**src/rtl/reduce_pkg.sv**
```systemverilog
// Shared types for the reduce_gate_reg block: op encodings and the
// two-state occupancy of the result register.
package reduce_pkg;

   typedef logic [1:0] op_t;

   localparam op_t OP_AND  = 2'd0;
   localparam op_t OP_OR   = 2'd1;
   localparam op_t OP_XOR  = 2'd2;
   localparam op_t OP_NAND = 2'd3;

   typedef enum logic {
      ST_EMPTY = 1'b0,
      ST_FULL  = 1'b1
   } state_t;

endpackage

```
**src/rtl/reduce_gate_reg_if.sv**
```systemverilog
// Valid/ready handshake bundle for reduce_gate_reg; master drives the
// input word and out_ready, slave is the reduction unit.
interface reduce_gate_reg_if
   import reduce_pkg::*;
#(
   parameter int N = 3
);

   logic         in_valid;
   logic         in_ready;
   logic [N-1:0] in_data;
   op_t          op;
   logic         out_valid;
   logic         out_ready;
   logic         out_data;
   op_t          out_op;

   modport master (
      output in_valid, in_data, op, out_ready,
      input  in_ready, out_valid, out_data, out_op
   );

   modport slave (
      input  in_valid, in_data, op, out_ready,
      output in_ready, out_valid, out_data, out_op
   );

endinterface

```
**src/rtl/reduce_core.sv**
```systemverilog
// Combinational N-input reduction selected by op.
module reduce_core
   import reduce_pkg::*;
#(
   parameter int N = 3
) (
   input  logic [N-1:0] data,
   input  op_t          op,
   output logic         y
);

   always_comb begin
      y = 1'b0;
      case (op)
         OP_AND:  y = &data;
         OP_OR:   y = |data;
         OP_XOR:  y = ^data;
         OP_NAND: y = ~&data;
         default: y = 1'b0;
      endcase
   end

endmodule

```
**src/rtl/reduce_gate_reg.sv**
```systemverilog
// Registered N-input reduction with valid/ready on both sides and a
// saturating count of delivered results equal to 1.
//
//   state    | meaning
//   ST_EMPTY | result register holds nothing undelivered (out_valid=0)
//   ST_FULL  | result register holds an undelivered result (out_valid=1)
module reduce_gate_reg
   import reduce_pkg::*;
#(
   parameter int N     = 3,
   parameter int CNT_W = 8
) (
   input  logic             clk,
   input  logic             rst_n,
   reduce_gate_reg_if.slave bus,
   input  logic             clr_cnt,
   output logic [CNT_W-1:0] hit_cnt
);

   localparam logic [CNT_W-1:0] CNT_MAX = '1;

   state_t state_q;
   state_t state_d;
   logic   accept;
   logic   deliver;
   logic   y;
   logic   data_q;
   op_t    op_q;

   assign bus.out_valid = (state_q == ST_FULL);
   assign bus.in_ready  = !bus.out_valid || bus.out_ready;
   assign bus.out_data  = data_q;
   assign bus.out_op    = op_q;

   assign accept  = bus.in_valid && bus.in_ready;
   assign deliver = bus.out_valid && bus.out_ready;

   reduce_core #(.N(N)) u_core (
      .data (bus.in_data),
      .op   (bus.op),
      .y    (y)
   );

   always_ff @(posedge clk or negedge rst_n) begin
      if (!rst_n) state_q <= ST_EMPTY;
      else        state_q <= state_d;
   end

   always_comb begin
      state_d = state_q;
      case (state_q)
         ST_EMPTY: if (accept) state_d = ST_FULL;
         ST_FULL:  if (deliver && !accept) state_d = ST_EMPTY;
         default:  state_d = ST_EMPTY;
      endcase
   end

   // Result register only loads on accept, so a stall or a plain deliver
   // leaves the last result visible.
   always_ff @(posedge clk or negedge rst_n) begin
      if (!rst_n) begin
         data_q <= 1'b0;
         op_q   <= OP_AND;
      end else if (accept) begin
         data_q <= y;
         op_q   <= bus.op;
      end
   end

   always_ff @(posedge clk or negedge rst_n) begin
      if (!rst_n)
         hit_cnt <= '0;
      else if (clr_cnt)
         hit_cnt <= '0;
      else if (deliver && data_q && (hit_cnt != CNT_MAX))
         hit_cnt <= hit_cnt + CNT_W'(1);
   end

endmodule

```
**src/flat_wrapper.sv**
```systemverilog
// flat-port wrapper written by rule: the top's interface ports become plain ports
module reduce_gate_reg_flat import reduce_pkg::*;
#(
   parameter int N     = 3,
   parameter int CNT_W = 8
)
  (clk, rst_n, clr_cnt, hit_cnt, bus_in_valid, bus_in_data, bus_op, bus_out_ready, bus_in_ready, bus_out_valid, bus_out_data, bus_out_op);
  reduce_gate_reg_if #(.N(N)) bus_i ();
  input  logic clk;
  input  logic rst_n;
  input  logic clr_cnt;
  output logic [CNT_W-1:0] hit_cnt;
  input wire logic [$bits(bus_i.in_valid)-1:0] bus_in_valid;
  input wire logic [$bits(bus_i.in_data)-1:0] bus_in_data;
  input wire logic [$bits(bus_i.op)-1:0] bus_op;
  input wire logic [$bits(bus_i.out_ready)-1:0] bus_out_ready;
  output wire logic [$bits(bus_i.in_ready)-1:0] bus_in_ready;
  output wire logic [$bits(bus_i.out_valid)-1:0] bus_out_valid;
  output wire logic [$bits(bus_i.out_data)-1:0] bus_out_data;
  output wire logic [$bits(bus_i.out_op)-1:0] bus_out_op;
  assign bus_i.in_valid = bus_in_valid;
  assign bus_i.in_data = bus_in_data;
  assign bus_i.op = bus_op;
  assign bus_i.out_ready = bus_out_ready;
  assign bus_in_ready = bus_i.in_ready;
  assign bus_out_valid = bus_i.out_valid;
  assign bus_out_data = bus_i.out_data;
  assign bus_out_op = bus_i.out_op;
  reduce_gate_reg #(.N(N), .CNT_W(CNT_W)) u_core (.clk(clk), .rst_n(rst_n), .bus(bus_i), .clr_cnt(clr_cnt), .hit_cnt(hit_cnt));
endmodule
```
**config.mk**
```make
export PLATFORM = sky130hd
export DESIGN_NAME = reduce_gate_reg_flat
export DESIGN_NICKNAME = d
export VERILOG_FILES = /design/src/rtl/reduce_pkg.sv /design/src/rtl/reduce_gate_reg_if.sv /design/src/rtl/reduce_core.sv /design/src/rtl/reduce_gate_reg.sv /design/src/flat_wrapper.sv
export SDC_FILE = /design/constraint.sdc
export NUM_CORES = 1
export LEC_CHECK = 0
export ABC_CLOCK_PERIOD_IN_PS = 2750
export CORE_MARGIN = 2
export CORE_UTILIZATION = 39
export DETAILED_ROUTE_END_ITERATION = 10
export PLACE_DENSITY = 0.7
export REMOVE_ABC_BUFFERS = 1
export SETUP_SLACK_MARGIN = 0.02
export SYNTH_ARGS = -nofsm -noshare
export SYNTH_HDL_FRONTEND = slang
export SYNTH_SLANG_ARGS = --single-unit
```
**constraint.sdc**
```tcl
create_clock -name clk -period 2.75 [get_ports clk]
set_input_delay 0.55 -clock clk [delete_from_list [all_inputs] [get_ports clk]]
set_output_delay 0.55 -clock clk [all_outputs]
set_load 0.02 [all_outputs]
```
* Yosys cells after proc, flatten, opt, wreduce, memory -nomap -nowiden
Cells that the tools add are included.
** Storage, ports and cells
- Bits in registers :: 12
- Bits in latches :: 0
- Memory bits (writable) :: 0
- Memory bits (read-only) :: 0
- Bits of input ports :: 10
- Output and inout bits :: 13
- Logic and storage cells :: 30
- Memories :: 0
** Cells by class
- $add $sub $neg :: 1
- Multiply operators :: 0
- Div/mod/pow operators :: 0
- Magnitude comparators :: 0
- Equality and inequality tests :: 4
- Shift-type cells :: 0
- Muxes and demuxes :: 6
- Bitwise gates (word level) :: 1
- Reductions and logical operators :: 14
** Operators with widths (count)
- $mux W8 :: 2
- $add A8 B1 Y8 const B :: 1
- $ne A8 B8 Y1 const B :: 1
- $logic_and A1 B1 Y1 :: 5
- $eq A2 B2 Y1 const B :: 2
- $pmux W1 S4 :: 1
- $logic_not A1 Y1 :: 3
- $reduce_and A3 Y1 :: 1
- $reduce_or A3 Y1 :: 1
- $reduce_xor A3 Y1 :: 1
- $eq A2 B1 Y1 const B :: 1
- $logic_not A2 Y1 :: 1
- $mux W1 :: 2
- $pmux W1 S2 :: 1
- $reduce_bool A2 Y1 :: 1
- $logic_or A1 B1 Y1 :: 1
- $not A1 Y1 :: 1

* Logic depth before layout (Yosys ltp)
- Depth in word-level cells :: 7
- Depth in mapped cells :: 6
- Gate-level depth less buffers :: 6

* Modules after synthesis
From an unflattened synthesis, not the netlist that was laid out.
** Second synthesis, totals
- Cell total of the unflattened synthesis :: 64
- Area, all modules :: 691.9 um2
** Modules (own cells, without submodules)
- reduce_gate_reg :: instances 1, cells each 53, area an instance 611.8 um2, seq. area each 300.3 um2
- reduce_core :: instances 1, cells each 11, area an instance 80.1 um2, seq. area each 0.0 um2

* Worst setup path after synthesis
No wires, ideal clock.
- Path type :: reg-to-reg
- From :: register u_core.hit_cnt[0]
- To :: register u_core.hit_cnt[7]
- Library setup time :: 0.128 ns
- Arrival time :: 1.479 ns
- Setup slack :: 1.143 ns
- Stages on the path, launching flop included :: 7
- Path buffers :: 1
- Clock period less this slack :: 1.607 ns
- Path through :: dfrtp_1 -> ha_1 -> and4_1 -> buf_6 -> a2111oi_4 -> xnor2_1 -> nor2_1
** Between the ends
- Longest elaborated chain between the ends :: 3
** Ends and longest elaborated chain
- start, declared :: RTL line reduce_gate_reg.sv:17 : output logic [CNT_W-1:0] hit_cnt
- start signal, assigned :: RTL line reduce_gate_reg.sv:76 : hit_cnt <= hit_cnt + CNT_W'(1);
- $add A8 B1 Y8 / $ne A8 B8 Y1 (equally long branches) :: RTL line reduce_gate_reg.sv:76, reduce_gate_reg.sv:75
- $mux W8 / $logic_and A1 B1 Y1 (equally long branches) :: RTL line reduce_gate_reg.sv:75 : else if (deliver && data_q && (hit_cnt != CNT_MAX))
- $mux W8 / $reduce_bool A2 Y1 (equally long branches)
Several ways; a longest one is shown, not always the timed one. The select of a mux whose other input is x is not followed.
A chain may end at the register's enable or synchronous reset.

* Worst setup path after layout
- From :: input bus_out_ready
- To :: output bus_in_ready
** Between the ends
- Longest elaborated chain between the ends :: 1
** Ends and longest elaborated chain
- start, declared :: RTL line flat_wrapper.sv:16 : input wire logic [$bits(bus_i.out_ready)-1:0] bus_out_ready;
- $logic_or A1 B1 Y1 :: RTL line reduce_gate_reg.sv:31 : assign bus.in_ready = !bus.out_valid || bus.out_ready;
- end, declared :: RTL line flat_wrapper.sv:17 : output wire logic [$bits(bus_i.in_ready)-1:0] bus_in_ready;
Every way passes these cells.

==> reports/metrics.cfg <==
[run_status]
run_status=complete, no violations

[global_route]
grt_pass1_wl_mm=2.30
antenna_found_initial=0
grt_pass1_vias=526
track_usage=0.157
grt_overflow=0
grt_max_degree=13

[pwr]
ir_worst_vdd_v=0.000210
p_leak_nw=0.362
p_per_area_nw_per_um2=409

[critical_path]
r2r_slack_ps=1180
critPathLaunch=bus_out_ready
reg2reg_depth=5
critPathLaunchType=input port
r2r_end=u_core.hit_cnt[7]$_DFFE_PN0P_
criticalPathCategory=in2out
worstPathMaxFanout=3
worst-endpoint-required_ps=2200
crit_path_end_kind=primary output
arrival_ps=1880
endpoint=bus_in_ready
r2r-start=u_core.hit_cnt[0]$_DFFE_PN0P_

[floorplanning]
die_w_um=46.0
die-area_um2=2110
initial_utilization=0.407
fp.coreArea_um2=1690
fp.dieH_um=46.0
num_rows=15
ios=23

[detailed_routing]
ant_nets=0
vias=561
drt_iter0_markers=8
via_per_inst=5.39
drc_errors=0
drt-pass1-iter-count=4
wire_per_inst_um=13.0
drt_wl_total_mm=1.35

[clock_network]
cts_root_buf=clkbuf_4
cts_tree=done
hold_buffers=0
cts_setup_buffers=0
path_clk_slew_ps=70
cts_sinks=12
cts_resized=0
h-tree-depth=1
cts_buffer_depth=2
clk_latency_ps=260
numCtsBuffers=3

[synth]
yosys.area.top_type=dfrtp_1
synth_top_area_share=0.437
synth-xor-area-share=0.0765
synth_top_family_by_area=simple AND/OR/NAND/NOR gates
netlist_area_um2=687
synth.most_common_cell=dfrtp_1
synth_edf_count=0
yosys.area_share.adder=0.0546
ys_ff_latch=12
synthTopCellsByArea=dfrtp_1, xnor2_1, ha_1, a2111oi_4, nor2_1
ys_warn_count=0
synth_compound_area_frac=0.149
muxShareOfSynthArea=0.0474
syn_area_per_cell_um2=10.6
synth-simple-area-share=0.180
syn_inst=65
synth-seq-area-share=0.437
synth.distinct_cells=26
ys.flop_type=dfrtp_1
synth_common_cells=dfrtp_1, nor2_1, xnor2_1
synthArstFlopShare=1.00

[sta]
rsz0062_at_grt=no
worst_slack_ps=320
setup_tns_ps=0
hold_viol=0
period_share=0.884
fmax_mhz=412
finalSetupViolCount=0
finalClockSkew_ps=2.22
slew_violations=0
tightest_slew_ps=538
slew_headroom=0.641
min_period_ps=2430

[layout]
area_growth_pct=34.6
fin_util=0.547
drive_above_1_share=0.0805
final_nets=102
diodes=0

[placed_design]
place_congestion=0.858
pre_cts_ws_ps=347
port_buffers=22
hpwl_mm=1.03

[min_path]
hold_depth=1
min_path_type=reg2reg

[run]
max_cap_violations=0

cells by family after synthesis:
family	Yosys count
buffers and inverters	6
DFF	12
xor gates and xnor gates	6
AOI/OAI and AO/OA	12
muxes	3
adders and majority gates	3
and+or+nand+nor	23
state kept, by name, summed over array words and instances (netlist names):
name	flops
u_core.hit_cnt	8
u_core.bus.out_op	2
u_core.bus.out_data	1
u_core.bus.out_valid	1
worst min-delay path by stage:
stage | slack (ps) | start | to
after floorplan | 250 | rst_n | u_core.bus.out_data$_DFFE_PN0P_
after global placement | 490 | u_core.bus.out_op[0]$_DFFE_PN0P_ | u_core.bus.out_op[0]$_DFFE_PN0P_
after detailed placement | 490 | u_core.bus.out_op[0]$_DFFE_PN0P_ | u_core.bus.out_op[0]$_DFFE_PN0P_
after CTS | 510 | u_core.bus.out_op[0]$_DFFE_PN0P_ | u_core.bus.out_op[0]$_DFFE_PN0P_
after global routing | 540 | u_core.bus.out_op[0]$_DFFE_PN0P_ | u_core.bus.out_op[0]$_DFFE_PN0P_
final | 510 | u_core.bus.out_op[0]$_DFFE_PN0P_ | u_core.bus.out_op[0]$_DFFE_PN0P_
layout by cell type, fill, tap and decap left out:
cell | synthesis | routed
a2111oi_4 | 1 | 1
a211oi_1 | 3 | 3
a21oi_1 | 3 | 3
and3_1 | 1 | 1
and4_1 | 1 | 1
and4bb_2 | 1 | 1
clkbuf_4 | 0 | 3
clkdlybuf4s50_1 | 0 | 22
dfrtp_1 | 12 | 12
ha_1 | 3 | 3
inv_1 | 3 | 3
mux2_2 | 2 | 2
mux2i_1 | 1 | 1
nand2_1 | 3 | 3
nand2b_1 | 2 | 2
nand3_1 | 3 | 3
nand4_1 | 2 | 2
nor2_1 | 7 | 7
nor2b_1 | 2 | 2
o211ai_1 | 1 | 1
o21ai_0 | 1 | 1
o311ai_0 | 1 | 1
o31a_1 | 1 | 1
o31ai_1 | 1 | 1
or3_1 | 1 | 1
xnor2_1 | 6 | 6
power breakdown:
group | switching, W | leakage [nW] | internal (W)
Combinational | 0.0000389 | 0.190 | 0.0000426
Sequential | 0.00000810 | 0.158 | 0.000186
Clock | 0.0000518 | 0.0138 | 0.0000505
Total | 0.0000988 | 0.362 | 0.000279
final cells by class:
| class | count | area (um2) |
|---|---|---|
| clock buffer | 3 | 22.5 |
| sequential | 12 | 300 |
| inverter | 3 | 11.3 |
| multi-input combinational | 47 | 349 |
| fill | 160 | 764 |
| timing repair buffer | 22 | 220 |
| tap | 17 | 21.3 |
stage by stage:
step / instance area (um2) / hold slack, ps / instances / total power (W)
2_1_floorplan: 661 / 254 / 62 / 0.000233
3_3_place_gp: 902 / 489 / 101 / 0.000278
3_5_place_dp: 902 / 494 / 101 / 0.000279
4_1_cts: 925 / 511 / 104 / 0.000388
5_1_grt: 925 / 537 / 104 / 0.000402
6_report: 925 / 507 / 104 / 0.000378
per-layer routing:
layer,global-route usage,part of all wire
met3,0.0357,0.056
met1,0.200,0.46
met2,0.242,0.48
met5,0,0
met4,0.0857,0.0052
critical path: stages:
cell             delay, ps
clkdlybuf4s50_1        510
nand2b_1               190
clkdlybuf4s50_1        630
(Power assumes the default switching activity.)
